File: src/rtl/throttle_curve_scheduler.sv
// Shares one throttle_curve instance round-robin among NUM_CH motor channels and
// registers each curved result per channel, with a per-channel signal-loss failsafe.
module throttle_curve_scheduler #(
    parameter int NUM_CH      = 4,
    parameter int CURVE_LAT   = 1,
    parameter int TIMEOUT_CYC = 50000
) (
    input  logic                  clk,
    input  logic                  rst_n,
    input  logic [NUM_CH*8-1:0]   i_thr_in,
    input  logic [NUM_CH-1:0]     i_thr_valid,
    output logic [7:0]            o_curve_in,
    input  logic [7:0]            i_curve_out,
    output logic [NUM_CH*8-1:0]   o_pwm_out,
    output logic [NUM_CH-1:0]     o_pwm_valid,
    output logic [NUM_CH-1:0]     o_timeout_flag,
    output logic                  o_busy
);
    localparam int CH_W  = (NUM_CH > 1) ? $clog2(NUM_CH) : 1;
    localparam int CNT_W = (TIMEOUT_CYC > 0) ? $clog2(TIMEOUT_CYC + 1) : 1;
    localparam int LAT_W = (CURVE_LAT > 1) ? $clog2(CURVE_LAT) : 1;
    localparam bit               TO_EN    = (TIMEOUT_CYC > 0);
    localparam logic [CNT_W-1:0] TO_LAST  = CNT_W'(TIMEOUT_CYC - 1);
    localparam logic [CNT_W-1:0] TO_SAT   = CNT_W'(TIMEOUT_CYC);
    localparam logic [LAT_W-1:0] LAT_LAST = LAT_W'(CURVE_LAT - 1);
    localparam logic [CH_W:0]    NUM_CH_V = (CH_W + 1)'(NUM_CH);
    localparam logic [CH_W-1:0]  LAST_CH  = CH_W'(NUM_CH - 1);

    typedef enum logic [0:0] {ST_IDLE = 1'b0, ST_WAIT = 1'b1} state_t;

    state_t             r_state;
    state_t             w_state_nxt;
    logic [7:0]         r_shadow [NUM_CH];
    logic [7:0]         r_pwm    [NUM_CH];
    logic [CNT_W-1:0]   r_cnt    [NUM_CH];
    logic [NUM_CH-1:0]  r_pend;
    logic [NUM_CH-1:0]  r_pwm_valid;
    logic [NUM_CH-1:0]  r_flag;
    logic [CH_W-1:0]    r_rr;
    logic [CH_W-1:0]    r_sel_ch;
    logic [7:0]         r_curve_in;
    logic [LAT_W-1:0]   r_lat;
    logic               r_discard;

    logic [NUM_CH-1:0]   w_to;
    logic [NUM_CH-1:0]   w_req;
    logic [NUM_CH-1:0]   w_rot;
    logic [2*NUM_CH-1:0] w_req2;
    logic [CH_W:0]       w_off;
    logic [CH_W:0]       w_sum;
    logic [CH_W-1:0]     w_grant_ch;
    logic [CH_W-1:0]     w_rr_nxt;
    logic                w_any_req;
    logic                w_grant;
    logic                w_done;

    // Failsafe fires on the edge where the idle counter would reach TIMEOUT_CYC
    always_comb begin
        w_to = {NUM_CH{1'b0}};
        for (int i = 0; i < NUM_CH; i++) begin
            w_to[i] = TO_EN && !i_thr_valid[i] && (r_cnt[i] == TO_LAST);
        end
    end

    // A channel going into failsafe this edge is not granted
    assign w_req     = r_pend & ~w_to;
    assign w_req2    = {w_req, w_req} >> r_rr;
    assign w_rot     = w_req2[NUM_CH-1:0];
    assign w_any_req = |w_rot;
    assign w_grant   = (r_state == ST_IDLE) && w_any_req;
    assign w_done    = (r_state == ST_WAIT) && (r_lat == LAT_LAST);

    // First requesting channel at or after the round-robin pointer
    always_comb begin
        w_off = {(CH_W + 1){1'b0}};
        for (int k = NUM_CH - 1; k >= 0; k--) begin
            w_off = w_rot[k] ? (CH_W + 1)'(k) : w_off;
        end
        w_sum      = {1'b0, r_rr} + w_off;
        w_grant_ch = (w_sum >= NUM_CH_V) ? CH_W'(w_sum - NUM_CH_V) : w_sum[CH_W-1:0];
        w_rr_nxt   = (w_grant_ch == LAST_CH) ? {CH_W{1'b0}} : (w_grant_ch + CH_W'(1));
    end

    // State register
    always_ff @(posedge clk or negedge rst_n) begin
        if (!rst_n) begin
            r_state <= ST_IDLE;
        end else begin
            r_state <= w_state_nxt;
        end
    end

    // Next-state logic
    always_comb begin
        w_state_nxt = r_state;
        case (r_state)
            ST_IDLE: begin
                if (w_grant) w_state_nxt = ST_WAIT;
                else         w_state_nxt = ST_IDLE;
            end
            ST_WAIT: begin
                if (w_done) w_state_nxt = ST_IDLE;
                else        w_state_nxt = ST_WAIT;
            end
            default: w_state_nxt = ST_IDLE;
        endcase
    end

    // Grant bookkeeping: selected channel, held curve input, pointer and WAIT timing
    always_ff @(posedge clk or negedge rst_n) begin
        if (!rst_n) begin
            r_sel_ch   <= {CH_W{1'b0}};
            r_curve_in <= 8'd0;
            r_rr       <= {CH_W{1'b0}};
            r_lat      <= {LAT_W{1'b0}};
            r_discard  <= 1'b0;
        end else if (w_grant) begin
            r_sel_ch   <= w_grant_ch;
            r_curve_in <= r_shadow[w_grant_ch];
            r_rr       <= w_rr_nxt;
            r_lat      <= {LAT_W{1'b0}};
            r_discard  <= 1'b0;
        end else if (r_state == ST_WAIT) begin
            if (!w_done) r_lat <= r_lat + LAT_W'(1);
            // Channel dropped into failsafe while in flight: its result must not land
            if (w_to[r_sel_ch]) r_discard <= 1'b1;
        end
    end

    // Per-channel capture, failsafe counter and registered PWM outputs
    always_ff @(posedge clk or negedge rst_n) begin
        if (!rst_n) begin
            for (int i = 0; i < NUM_CH; i++) begin
                r_shadow[i] <= 8'd0;
                r_pwm[i]    <= 8'd0;
                r_cnt[i]    <= {CNT_W{1'b0}};
            end
            r_pend      <= {NUM_CH{1'b0}};
            r_pwm_valid <= {NUM_CH{1'b0}};
            r_flag      <= {NUM_CH{1'b0}};
        end else begin
            for (int i = 0; i < NUM_CH; i++) begin
                if (i_thr_valid[i]) begin
                    r_shadow[i] <= i_thr_in[8*i +: 8];
                    r_pend[i]   <= 1'b1;
                    r_flag[i]   <= 1'b0;
                    r_cnt[i]    <= {CNT_W{1'b0}};
                end else begin
                    if (TO_EN && (r_cnt[i] != TO_SAT)) r_cnt[i] <= r_cnt[i] + CNT_W'(1);
                    if (w_to[i]) begin
                        r_pend[i] <= 1'b0;
                        r_flag[i] <= 1'b1;
                    end else if (w_grant && (w_grant_ch == CH_W'(i))) begin
                        r_pend[i] <= 1'b0;
                    end
                end

                if (w_to[i]) begin
                    r_pwm[i]       <= 8'd0;
                    r_pwm_valid[i] <= 1'b1;
                end else if (w_done && !r_discard && (r_sel_ch == CH_W'(i))) begin
                    r_pwm[i]       <= i_curve_out;
                    r_pwm_valid[i] <= 1'b1;
                end else begin
                    r_pwm_valid[i] <= 1'b0;
                end
            end
        end
    end

    for (genvar g = 0; g < NUM_CH; g++) begin : g_pack
        assign o_pwm_out[8*g +: 8] = r_pwm[g];
    end

    assign o_curve_in     = r_curve_in;
    assign o_pwm_valid    = r_pwm_valid;
    assign o_timeout_flag = r_flag;
    assign o_busy         = (r_state == ST_WAIT);

endmodule
File: config.mk
export PLATFORM = sky130hd
export DESIGN_NAME = throttle_curve_scheduler
export DESIGN_NICKNAME = d
export VERILOG_FILES = /design/src/rtl/throttle_curve_scheduler.sv
export SDC_FILE = /design/constraint.sdc
export NUM_CORES = 1
export LEC_CHECK = 0
export BUFFER_PORTS_ARGS = -buffer_cell sky130_fd_sc_hd__buf_2
export CAP_MARGIN = 30
export CORE_UTILIZATION = 40
export CTS_BUF_LIST = sky130_fd_sc_hd__clkbuf_8
export CTS_CLUSTER_DIAMETER = 60
export DETAILED_ROUTE_END_ITERATION = 16
export GPL_ROUTABILITY_DRIVEN = 0
export SLEW_MARGIN = 25
export SYNTH_ARGS = -nofsm -noshare
export SYNTH_HDL_FRONTEND = slang
export SYNTH_SLANG_ARGS = --single-unit
File: constraint.sdc
create_clock -name clk -period 11.9 [get_ports clk]
set_input_delay 2.38 -clock clk [delete_from_list [all_inputs] [get_ports clk]]
set_output_delay 2.38 -clock clk [all_outputs]
set_load 0.01 [all_outputs]
# After elaboration in Yosys (flattened, before gate mapping)
# Index checks and enable logic that the tools add are counted.
# op_classes
shifts,1
magnitude_cmp,3
reduce_logical,43
multipliers,0
add_sub_neg,8
div_mod_pow,0
bitwise,5
muxes,64
eq_ne,15
# ops
op,n
16-bit 2-to-1 mux,8
8-bit 2-to-1 mux,10
"16-bit by 1-bit adder with 16-bit output, second input constant",4
"16-bit equality test, second input constant",4
"16-bit inequality test, second input constant",4
1-bit 2-to-1 mux,37
2-bit nonzero test,14
8-bit binary-select mux with 2-bit select,1
1-bit logical AND,15
2-bit 2-to-1 mux,6
3-bit nonzero test,4
"2-bit equality test, second input constant",4
8-bit by 2-bit >> shifter with 4-bit output,1
"3-bit greater-or-equal comparator, second input constant",2
1-bit logical NOT,5
4-bit AND,1
"2-bit by 1-bit equality test with 1-bit output, second input constant",2
2-bit logical NOT,2
4-bit NOT,1
2-bit AND reduction,2
4-bit OR reduction,1
2-bit by 2-bit adder with 3-bit output,1
"2-bit by 3-bit < comparator with 1-bit output, second input constant",1
2-bit NOT with 3-bit output,1
other kinds (7),8
# totals
output_inout_bits,49
wordCells,166
regBits,155
rom_bits,0
latch_bits,0
inputBits,46
n_memories,0
ram_bits,0

# Logic depth before layout (Yosys ltp)
# Gate-level depths: netlist of run 1.
# depth
ltp_word,17
mapped_depth,15
ltp_nobuf,13

# Least setup slack after synthesis of run 1
# No wires, ideal clock.
# synth_timing
path_kind,in2reg
start,input i_thr_valid[2]
end,register r_curve_in[7] (netlist: o_curve_in[7])
setup_ps,126
cell_stages,11
t_arrival_ps,5003
n_path_buf,1
setup_slack_ps,6771
t_required_ps,11774
cell_sequence,clkbuf_1 > nand4b_1 > nor3_1 > nor2b_1 > o311a_1 > o21ai_0 > ha_1 > xor2_1 > xnor2_4 > mux2_4 > a221o_1
# synth_between
elab_chain_len,16
word_cells_on_any_way,19
classes_between,add/sub: 2; order compare: 1; shift: 1; mux: 8; bitwise: 3; reduce/logical: 4
# synth_lines
element,line_no,source
"start, declared",11,"input logic [NUM_CH-1:0] i_thr_valid,"
1-bit logical NOT *,61,w_to[i] = TO_EN && !i_thr_valid[i] && (r_cnt[i] == TO_LAST);
1-bit logical AND *,61,
4-bit NOT *,66,assign w_req = r_pend & ~w_to;
4-bit AND *,66,
8-bit by 2-bit >> shifter with 4-bit output *,67,"assign w_req2 = {w_req, w_req} >> r_rr;"
2-bit 2-to-1 mux (4 in a row),77,w_off = w_rot[k] ? (CH_W + 1)'(k) : w_off;
2-bit by 2-bit adder with 3-bit output,79,"w_sum = {1'b0, r_rr} + w_off;"
3-bit greater-or-equal comparator / 2-bit by 1-bit subtractor with 2-bit output (equally long branches),80,w_grant_ch = (w_sum >= NUM_CH_V) ? CH_W'(w_sum - NUM_CH_V) : w_sum[CH_W-1:0];
2-bit 2-to-1 mux,80,
2-bit NOT with 3-bit output (not written as such),119,r_curve_in <= r_shadow[w_grant_ch];
8-bit binary-select mux with 2-bit select,119,
8-bit 2-to-1 mux (not written as such) (2 in a row),119,
"end signal, assigned",119,
"end, declared",41,logic [7:0] r_curve_in;
# Mark *: on every way between the ends. The rest lies on a longest branch, timed or not. The select of a mux whose other input is x is not followed.
# A chain may end at the register's enable or synchronous reset.

# Final worst setup path of run 1
# layout_timing
start,input i_thr_valid[2]
end,register r_curve_in[6] (netlist: o_curve_in[6])
# Same word-level chain as after synthesis.

==> flow_summary.ini, run 1 <==
[grt]
maximum_number_of_pins_on_one_net_before_global_route_repair = 81
first_global_vias = 5263
antenna_violations_before_repair = 0
groute.usage.overall_pct = 18.4
first_pass_grt_wire_length_um = 26300
grt.overflow.total = 0

[worst_setup_path]
worstSetupEndpointType = flip-flop
series_of_cell_instances_along_the_critical_path = buf_2 > nand4b_1 > nor3_2 > nor2b_1 > o311a_1 > o21ai_0 > ha_1 > xor2_1 > xnor2_4 > nor3_2 > a221o_1
category_of_the_critical_setup_timing_path = primary input to flip-flop
worstPathRequired_ns = 12.27
critical_path.max_fanout = 27
cp.arrival_ns = 6.02
timing.critical_path.slowest_stage_cell = sky130_fd_sc_hd__nor3_2
timing.critical_path.mode_cell = sky130_fd_sc_hd__nor3_2
worst_setup_path_start_kind = primary input
critPathMaxStageDelay_ns = 0.60

[sta]
max_slew_margin_pct = 38.5
unrepaired_setup_endpoints_after_global_routing = no
report.final.setup_viol = 0
finalClockSkew_ns = 0.0178
totalNegativeSetupSlack_ns = 0
report.final.slew_viol_count = 0
max_freq_mhz = 177
min_period_ns = 5.65
hold_viol = 0
finalCritPeriodShare_pct = 47.5
timing_worst_slew_pin_value_ns = 0.919

[clock_network]
clk_root_buffer_cell = sky130_fd_sc_hd__clkbuf_8
clk_transition_reported_paths_ns = 0.08
clkLatencyLatePin_ns = 0.45
h-tree-depth = 4
cts_hold_buf = 0
clock_tree.buffer_depth = 2
cts_tree = yes
clock_sink_count = 155
post_cts_repair_resize_count = 0
cts_post_setup_buffers_inserted = 0
tritoncts.num_buffers = 17

[die]
area_of_the_core_mm2 = 0.0174
starting_density_of_the_core_pct = 41.0
placementRows = 48
ioPinCount = 95
die_area_mm2 = 0.0183
die_height_um = 135
die_x_um = 135

[drt]
vias_per_cell = 5.32
drt-total-wl_um = 15700
ant_nets = 0
wire_per_inst_um = 16.1
route.detailed.drc = 0
dr.first_iter.drc_count = 260
drt_first_pass_iters = 5
detailroute.via_count = 5213

[synth]
ys_warn_count = 0
ys.flop_type = sky130_fd_sc_hd__dfrtp_1
synth_sequential_area_ratio_pct = 54.5
ys_async_sr_fraction_pct = 100
syn_area_per_cell_um2 = 11.0
edff_count_synth = 0
netlist_instances = 648
synthesis.nets = 703
postSynthRegisterBits = 155
netlist_area_mm2 = 0.00712
synth_cell_type_count = 53

[placed_design]
place.detailed.hpwl_um = 11200
placed_cells_incl_taps = 946
post_dp_cell_area_mm2 = 0.00781
numPortBuffers = 94

[pwr]
p_leak_nw = 3.74
power.total_w = 0.00154
vdd_drop_max_mv = 0.102
cellPowerDensity_mw_per_mm2 = 187

[final_layout]
layoutNonFillerInstCount = 979
antenna-diode-count = 0
layout-drive-gt1-share_pct = 24.0
final_core_util_pct = 47.5
final_nets = 796
final_cell_area_mm2 = 0.00824
synthToLayoutAreaGrowth_pct = 15.7

[run]
max_cap_viol_count = 0

[run_status]
outcome = complete, no violations

[worst_hold_path]
hold_path.class = flip-flop to flip-flop
[cell families (layout without fill, tap and decap cells)]
kind of cell	after synthesis	after routing	share of synthesized area [%]
compound gates	93	93	8.52
xor+xnor	38	38	4.94
fa+ha+maj	9	9	1.58
buf+inv	40	146	2.23
flops	155	155	54.5
mux	74	74	11.3
simple gates	239	239	16.9
[report_power, final]
group | total, W | switching [W] | internal [W]
Combinational | 0.000440 | 0.000233 | 0.000207
Clock | 0.000406 | 0.000209 | 0.000197
Sequential | 0.000697 | 0.0000744 | 0.000622
[sequential cells by signal, summed over array words and instances (netlist names)]
name / count
r_discard: 1
r_lat: 1
o_pwm_valid: 4
r_rr: 2
r_cnt: 64
o_timeout_flag: 4
o_pwm_out: 32
o_busy: 1
o_curve_in: 8
r_shadow: 32
r_sel_ch: 2
r_pend: 4
[worst max-delay path: cells and delay by family]
family,cells,cell delay (ns)
AOI/OAI and AO/OA,3,0.85
xor gates and xnor gates,2,0.69
adders and majority gates,1,0.21
buffers and inverters,1,0.26
and+or+nand+nor,4,1.62
[cell usage in the layout (no fill, tap or decap), types with 4 or more instances in the layout]
cell and n:
sky130_fd_sc_hd__dfrtp_1 155, sky130_fd_sc_hd__buf_2 93, sky130_fd_sc_hd__nor2_1 88, sky130_fd_sc_hd__mux2_2 40, sky130_fd_sc_hd__nand2_1 39, sky130_fd_sc_hd__a21oi_1 35, sky130_fd_sc_hd__mux2i_1 32, sky130_fd_sc_hd__xor2_1 27
sky130_fd_sc_hd__o21ai_0 25, sky130_fd_sc_hd__or3_1 22, sky130_fd_sc_hd__clkbuf_8 18, sky130_fd_sc_hd__inv_1 17, sky130_fd_sc_hd__nand3_1 17, sky130_fd_sc_hd__and3_1 16, sky130_fd_sc_hd__nand4_1 13, sky130_fd_sc_hd__xnor2_1 10
sky130_fd_sc_hd__ha_1 9, sky130_fd_sc_hd__a32o_1 8, sky130_fd_sc_hd__a221o_1 8, sky130_fd_sc_hd__nand2b_1 7, sky130_fd_sc_hd__nor3_1 5, sky130_fd_sc_hd__nand3b_1 5, sky130_fd_sc_hd__nor2b_1 4, sky130_fd_sc_hd__and4b_1 4
sky130_fd_sc_hd__inv_6 4
[worst paths after layout]
path                                start  cells past startpoint  slack, ns           endpoint
min reg2reg                     r_pend[3]                      1       0.51          r_pend[3]
min                             r_pend[3]                      1       0.51          r_pend[3]
min in group asynchronous           rst_n                      1       1.95  o_timeout_flag[2]
max reg2reg                     r_cnt[43]                     12       7.55      o_curve_in[6]
max in group asynchronous           rst_n                      3       8.69      o_curve_in[3]
max                        i_thr_valid[2]                     11       6.25      o_curve_in[6]
[per-stage QoR]
step	setup WS [ns]	hold WS, ns
after detailed placement	5.78	0.489
after global routing	5.97	0.516
final	6.25	0.512
after CTS	6.26	0.509
after floorplan	6.77	0.470
after global placement	5.56	0.489
[cells in the mapped netlist, types with 3 or more instances]
library cell / instances / area [um^2]
sky130_fd_sc_hd__inv_1: 16 / 60.1
sky130_fd_sc_hd__nand2_1: 39 / 146
sky130_fd_sc_hd__a221o_1: 8 / 80.1
sky130_fd_sc_hd__nand2b_1: 7 / 43.8
sky130_fd_sc_hd__mux2_2: 40 / 450
sky130_fd_sc_hd__nor3b_1: 3 / 22.5
sky130_fd_sc_hd__nor2_1: 88 / 330
sky130_fd_sc_hd__mux2i_1: 32 / 320
sky130_fd_sc_hd__or3_1: 22 / 138
sky130_fd_sc_hd__nand3_1: 17 / 85.1
sky130_fd_sc_hd__and3_1: 16 / 100
sky130_fd_sc_hd__nor2b_1: 4 / 25.0
sky130_fd_sc_hd__buf_1: 5 / 18.8
sky130_fd_sc_hd__o21ai_0: 25 / 125
sky130_fd_sc_hd__nand4b_1: 3 / 26.3
sky130_fd_sc_hd__xor2_1: 27 / 236
sky130_fd_sc_hd__and4b_1: 4 / 40.0
sky130_fd_sc_hd__clkbuf_1: 17 / 63.8
sky130_fd_sc_hd__nand3b_1: 5 / 37.5
sky130_fd_sc_hd__or2_2: 3 / 18.8
sky130_fd_sc_hd__a32o_1: 8 / 80.1
sky130_fd_sc_hd__xnor2_1: 10 / 87.6
sky130_fd_sc_hd__nor3_1: 6 / 30.0
sky130_fd_sc_hd__dfrtp_1: 155 / 3880
sky130_fd_sc_hd__nand4_1: 13 / 81.3
sky130_fd_sc_hd__ha_1: 9 / 113
sky130_fd_sc_hd__a21oi_1: 35 / 175
[area by class of cell]
cell class                 instances  area, um^2
timing repair buffer              98         523
fill                            1610        9110
tap                              225         282
sequential                       155        3880
clock inverter                    14         160
clock buffer                      18         248
multi-input combinational        453        3090
inverter                          16        60.1
[routing by layer]
layer / global-route usage [%] / up-vias / part of all wire [%]
met5: 0 / - / 0
li1: - / 2488 / -
met3: 3.74 / 21 / 4.5
met1: 25.0 / 2579 / 46
met4: 6.49 / 0 / 1.4
met2: 29.1 / 125 / 48
Note: power is estimated with default switching activity, not from simulation.
==> run 2, diff against run 1 <==
==> constraint.sdc (replaced) <==
create_clock -name clk -period 5.9 [get_ports clk]
set_input_delay 1.18 -clock clk [delete_from_list [all_inputs] [get_ports clk]]
set_output_delay 1.18 -clock clk [all_outputs]
set_load 0.01 [all_outputs]
==> run 2 against run 1 <==
Effect of this change: via count grew 0.23%; total power is 100% higher; core utilization increased by 0.17 points; wire length grew 0.80%; flip-flop and latch count is the same; critical path type is now flip-flop to flip-flop; sequential share of layout area down 0.16 points; sequential power increased by 100%; register-to-register slack worse by 5.9 ns; die area unchanged.
==> flow_summary.ini, run 2 (synthesis results as in run 1) <==
[grt]
first_global_vias = 5234
antenna_violations_before_repair = 0
first_pass_grt_wire_length_um = 26700
groute.usage.overall_pct = 18.7
maximum_number_of_pins_on_one_net_before_global_route_repair = 111
grt.overflow.total = 0

[clock_network]
cts_tree = yes
clock_sink_count = 155
cts_hold_buf = 0
cts_post_setup_buffers_inserted = 0
clk_transition_reported_paths_ns = 0.08
tritoncts.num_buffers = 17
clock_tree.buffer_depth = 2
clk_root_buffer_cell = sky130_fd_sc_hd__clkbuf_8
post_cts_repair_resize_count = 0
clkLatencyLatePin_ns = 0.45
h-tree-depth = 4

[final_layout]
final_nets = 798
commonest_cells_after_routing_fill_and_taps_aside = sky130_fd_sc_hd__dfrtp_1, sky130_fd_sc_hd__buf_2, sky130_fd_sc_hd__nor2_1
mostFrequentLayoutCell = sky130_fd_sc_hd__dfrtp_1
antenna-diode-count = 0
filler_cell_count = 1620
layout-drive-gt1-share_pct = 24.2
synthToLayoutAreaGrowth_pct = 16.1
max_reg_flops = 64
registers.top_by_ff_count = r_cnt

[worst_setup_path]
rr_endpoint = o_curve_in[4]
cp.arrival_ns = 4.67
worstPathRequired_ns = 6.28
timing.reg2reg.worst_path_depth = 12
crit-reg2reg-launch = r_cnt[43]
critical_path.max_fanout = 19
r2r_setup_slk_ns = 1.61
worstSetupEndpointType = flip-flop
worst_setup_path_start_kind = flip-flop
worst_setup_path_startpoint = r_cnt[43]
category_of_the_critical_setup_timing_path = flip-flop to flip-flop

[die]
area_of_the_core_mm2 = 0.0174
die_x_um = 135
die_height_um = 135
placementRows = 48
die_area_mm2 = 0.0183
starting_density_of_the_core_pct = 41.0
ioPinCount = 95

[sta]
timing_worst_slew_pin_value_ns = 0.910
unrepaired_setup_endpoints_after_global_routing = no
max_slew_margin_pct = 39.1
min_period_ns = 4.29
totalNegativeSetupSlack_ns = 0
finalCritPeriodShare_pct = 72.7
report.final.slew_viol_count = 0
max_freq_mhz = 233
report.final.setup_viol = 0
hold_viol = 0
finalClockSkew_ns = 0.0144

[drt]
route.detailed.drc = 0
detailroute.via_count = 5225
drt-total-wl_um = 15800
drt_first_pass_iters = 4
vias_per_cell = 5.33
wire_per_inst_um = 16.1
ant_nets = 0
dr.first_iter.drc_count = 262

[pwr]
vdd_drop_max_mv = 0.224
cellPowerDensity_mw_per_mm2 = 377
p_leak_nw = 3.76
power.total_w = 0.00312

[worst_hold_path]
worstHoldEndpoint = r_shadow[3]
hold_path.class = flip-flop to flip-flop
worst_hold_path.num_cells = 1
critical_hold_path_startpoint = r_shadow[3]

[placed_design]
numPortBuffers = 94
place.detailed.hpwl_um = 11100

[run_status]
outcome = complete, no violations

[run]
max_cap_viol_count = 0
==> run 2: how the worst max path moves through the flow <==
stage                          to  slack [ns]  cells past startpoint
CTS                 o_curve_in[3]        1.61                     12
global route        o_curve_in[3]        1.34                     12
floorplan           o_curve_in[7]        1.97                     11
global placement    o_curve_in[3]        1.46                     12
detailed placement  o_curve_in[4]        1.26                     14
finish              o_curve_in[4]        1.61                     12
==> run 2: area by class of cell <==
class | count | area [um^2] | share of cell area (%)
tap | 225 | 282 | 3.40
clock buffer | 19 | 262 | 3.16
inverter | 16 | 60.1 | 0.726
clock inverter | 13 | 155 | 1.88
sequential | 155 | 3880 | 46.9
timing repair buffer | 100 | 548 | 6.63
multi-input combinational | 453 | 3090 | 37.3
==> run 2: power by group <==
part | total (W) | internal [W] | leakage [nW] | switching [W]
logic | 0.000888 | 0.000418 | 1.58 | 0.000470
registers | 0.00140 | 0.00126 | 1.97 | 0.000148
clock network | 0.000831 | 0.000410 | 0.214 | 0.000421
==> run 2: through the flow <==
| stage | worst slack, ns | std cells | util [%] | cell area, um^2 | hold slack [ns] |
|---|---|---|---|---|---|
| after floorplan | 1.97 | 648 | - | 7120 | 0.470 |
| after global placement | 1.46 | 947 | 45.0 | 7810 | 0.495 |
| after detailed placement | 1.26 | 948 | 45.1 | 7820 | 0.496 |
| after CTS | 1.61 | 980 | 47.5 | 8240 | 0.514 |
| after global routing | 1.34 | 981 | 47.6 | 8270 | 0.541 |
| final | 1.61 | 981 | 47.6 | 8270 | 0.512 |
==> run 2: worst max-delay path, stage by stage, from the launching register on <==
cell and delay [ns]:
sky130_fd_sc_hd__dfrtp_1 0.43, sky130_fd_sc_hd__or4b_1 0.57, sky130_fd_sc_hd__or4_1 0.69, sky130_fd_sc_hd__o21ai_2 0.26, sky130_fd_sc_hd__nand2_1 0.11, sky130_fd_sc_hd__and3_1 0.21, sky130_fd_sc_hd__a21oi_1 0.13, sky130_fd_sc_hd__o21ai_0 0.12
sky130_fd_sc_hd__ha_1 0.21, sky130_fd_sc_hd__xor2_1 0.40, sky130_fd_sc_hd__xnor2_4 0.28, sky130_fd_sc_hd__nor3_2 0.56, sky130_fd_sc_hd__a221o_1 0.27
==> run 2: routing by layer <==
layer	global-route usage (%)	share of wire, %	routed length, um
met5	0	0	0
met4	6.18	1.6	253
met3	4.38	4.0	640
met2	29.5	48	7640
met1	25.4	46	7310
==> run 3, diff against run 2 <==
--- a/config.mk
+++ b/config.mk
@@ -5,6 +5,7 @@
 export SDC_FILE = /design/constraint.sdc
 export NUM_CORES = 1
 export LEC_CHECK = 0
+export ABC_AREA = 1
 export BUFFER_PORTS_ARGS = -buffer_cell sky130_fd_sc_hd__buf_2
 export CAP_MARGIN = 30
 export CORE_UTILIZATION = 40
==> constraint.sdc (replaced) <==
create_clock -name clk -period 4.2 [get_ports clk]
set_input_delay 0.84 -clock clk [delete_from_list [all_inputs] [get_ports clk]]
set_output_delay 0.84 -clock clk [all_outputs]
set_load 0.01 [all_outputs]
==> run 3 against run 2 <==
Effect of this change: wire length up 6.2%; combinational power up 110%; final area up 4.5%; clock skew down 0.0050 ns; count of clock-buffer cells in the layout unchanged; worst hold slack worse by 0.19 ns; first-iteration DRC count up 18%; register-to-register slack worse by 0.43 ns; critical path type is now primary input to flip-flop.
==> flow_summary.ini, run 3 <==
[final_layout]
commonest_cells_after_routing_fill_and_taps_aside = sky130_fd_sc_hd__nand2_1, sky130_fd_sc_hd__inv_1, sky130_fd_sc_hd__dfrtp_1
mostFrequentLayoutCell = sky130_fd_sc_hd__nand2_1
filler_cell_count = 1837
layout-drive-gt1-share_pct = 15.3
final_nets = 1104
max_reg_flops = 64
antenna-diode-count = 0
registers.top_by_ff_count = r_cnt
multi_input_comb_area_mm2 = 0.00290
final_cell_area_mm2 = 0.00865
synthToLayoutAreaGrowth_pct = 14.6
final_core_util_pct = 47.5
area.sequential_mm2 = 0.00388

[die]
placementRows = 49
ioPinCount = 95
starting_density_of_the_core_pct = 41.4
die_height_um = 139
area_of_the_core_mm2 = 0.0182
die_area_mm2 = 0.0194
die_x_um = 139

[pwr]
seqPwrFrac_pct = 39.1
vdd_drop_max_mv = 0.281
power.share.switching_pct = 38.9
p_clk_share_pct = 23.3
p_leak_nw = 4.37
combinationalPowerShare_pct = 37.6
total_switching_power_w = 0.00195
power_report.internal_total_w = 0.00306
cellPowerDensity_mw_per_mm2 = 580

[sta]
finalClockSkew_ns = 0.00944
hold_viol = 0
timing_worst_slew_pin_value_ns = 0.620
min_period_ns = 3.08
unrepaired_setup_endpoints_after_global_routing = no
max_slew_margin_pct = 58.6
finalCritPeriodShare_pct = 73.4
max_freq_mhz = 324
report.final.slew_viol_count = 0
totalNegativeSetupSlack_ns = 0
report.final.setup_viol = 0

[synth]
postSynthRegisterBits = 155
syn_area_per_cell_um2 = 7.88
synth_largest_area_cell = sky130_fd_sc_hd__dfrtp_1
synth_top_area_share_pct = 51.4
synth_sequential_area_ratio_pct = 51.4
synth_top_cells_by_area = sky130_fd_sc_hd__dfrtp_1, sky130_fd_sc_hd__nand2_1, sky130_fd_sc_hd__inv_1, sky130_fd_sc_hd__o21ai_0, sky130_fd_sc_hd__nor2_1
synth.most_common_cell = sky130_fd_sc_hd__nand2_1
netlist_area_mm2 = 0.00754
ys_async_sr_fraction_pct = 100
synthesis.nets = 1012
synth_cell_type_count = 32
ys_warn_count = 0
netlist_instances = 957
ys.flop_type = sky130_fd_sc_hd__dfrtp_1
edff_count_synth = 0
synth_common_cells = sky130_fd_sc_hd__nand2_1, sky130_fd_sc_hd__inv_1, sky130_fd_sc_hd__dfrtp_1

[clock_network]
cts_tree = yes
tritoncts.num_buffers = 17
post_cts_repair_resize_count = 0
cts_hold_buf = 0
clk_root_buffer_cell = sky130_fd_sc_hd__clkbuf_8
clock_tree.buffer_depth = 2
cts_post_setup_buffers_inserted = 0
clkLatencyLatePin_ns = 0.46
clk_transition_reported_paths_ns = 0.08
clock_sink_count = 155
h-tree-depth = 4

[placed_design]
numPortBuffers = 94
post_dp_cell_area_mm2 = 0.00824
place.detailed.hpwl_um = 12200

[worst_setup_path]
critPathMaxStageDelay_ns = 0.34
cp.arrival_ns = 3.43
r2r_setup_slk_ns = 1.18
timing.reg2reg.worst_path_depth = 18
critical_path.max_fanout = 23
series_of_cell_instances_along_the_critical_path = buf_2 > inv_1 > nand3_1 > nand3_1 > nand3_1 > nand2_1 > nand3_1 > a21oi_1 > ha_1 > xor2_1 > inv_1 > nand3_2 > nand2_2 > nand2_1 > nand2_1 > nand2_1 > nand2_1
timing.critical_path.mode_cell = sky130_fd_sc_hd__nand2_1
worst_setup_path_start_kind = primary input
crit-reg2reg-launch = r_cnt[0]
worstPathRequired_ns = 4.55
rr_endpoint = o_curve_in[4]
category_of_the_critical_setup_timing_path = primary input to flip-flop
worstSetupEndpointType = flip-flop
timing.critical_path.slowest_stage_cell = sky130_fd_sc_hd__inv_1

[run]
max_cap_viol_count = 0

[drt]
wire_per_inst_um = 13.0
vias_per_cell = 4.85
detailroute.via_count = 6256
dr.first_iter.drc_count = 309
drt_first_pass_iters = 7
route.detailed.drc = 0
ant_nets = 0
drt-total-wl_um = 16800

[grt]
grt.overflow.total = 0
maximum_number_of_pins_on_one_net_before_global_route_repair = 49
groute.usage.overall_pct = 18.5
first_global_vias = 5756
first_pass_grt_wire_length_um = 28300
antenna_violations_before_repair = 0

[run_status]
outcome = complete, no violations

[worst_hold_path]
hold_path.class = primary input to asynchronous set/reset pin
run 3: critical path, delay by kind of cell:
kind | cells | cell delay [ns]
fa+ha+maj | 1 | 0.18
buf+inv | 3 | 0.64
compound gates | 1 | 0.13
xor+xnor | 1 | 0.24
simple gates | 11 | 1.40
run 3: layer usage:
| metal | vias up | wire length [um] | global-route usage (%) |
|---|---|---|---|
| met4 | 0 | 357 | 6.84 |
| li1 | 3235 | - | - |
| met2 | 137 | 7280 | 28.2 |
| met1 | 2861 | 8420 | 25.5 |
| met3 | 23 | 755 | 4.37 |
| met5 | - | 0 | 0 |
run 3: power groups by stage:
| stage | clock, W | sequential [W] | combinational (W) |
|---|---|---|---|
| CTS | 0.00121 | 0.00196 | 0.00191 |
| finish | 0.00117 | 0.00196 | 0.00189 |
| global route | 0.00127 | 0.00199 | 0.00219 |
| detailed placement | 0 | 0.00199 | 0.00190 |
| floorplan | 0 | 0.00203 | 0.00135 |
| global placement | 0 | 0.00199 | 0.00187 |
run 3: worst max-delay path by stage:
stage | startpoint | slack, ns | end
after floorplan | i_thr_valid[0] | 1.57 | r_pend[3]
after global placement | i_thr_valid[0] | 0.74 | o_curve_in[4]
after detailed placement | i_thr_valid[0] | 0.64 | o_curve_in[3]
after CTS | i_thr_valid[0] | 1.14 | o_curve_in[4]
after global routing | i_thr_valid[0] | 0.70 | r_pend[2]
final | i_thr_valid[0] | 1.12 | o_curve_in[4]
run 3: stage by stage:
step,power [W],hold slack (ns),instances,worst slack [ns]
5_1_grt,0.00544,0.320,1290,0.696
6_report,0.00501,0.322,1290,1.12
3_3_place_gp,0.00386,0.447,1259,0.739
3_5_place_dp,0.00389,0.455,1259,0.639
4_1_cts,0.00508,0.308,1290,1.14
2_1_floorplan,0.00339,0.433,957,1.57
run 3: logic make-up after synthesis:
family | synth area share [%]
and+or+nand+nor | 25.3
adders and majority gates | 1.49
DFF | 51.4
xor gates and xnor gates | 0.232
buffers and inverters | 10.2
AOI/OAI and AO/OA | 11.4
run 3: area by class of cell:
| class | instances | share of cell area [%] |
|---|---|---|
| flip-flops and latches | 155 | 44.9 |
| multi-input cells | 604 | 33.5 |
| inverters | 168 | 7.29 |
| repair buffers | 103 | 6.30 |
| well taps | 229 | 3.31 |
| clock buffers | 19 | 3.02 |
| clock inverters | 12 | 1.72 |
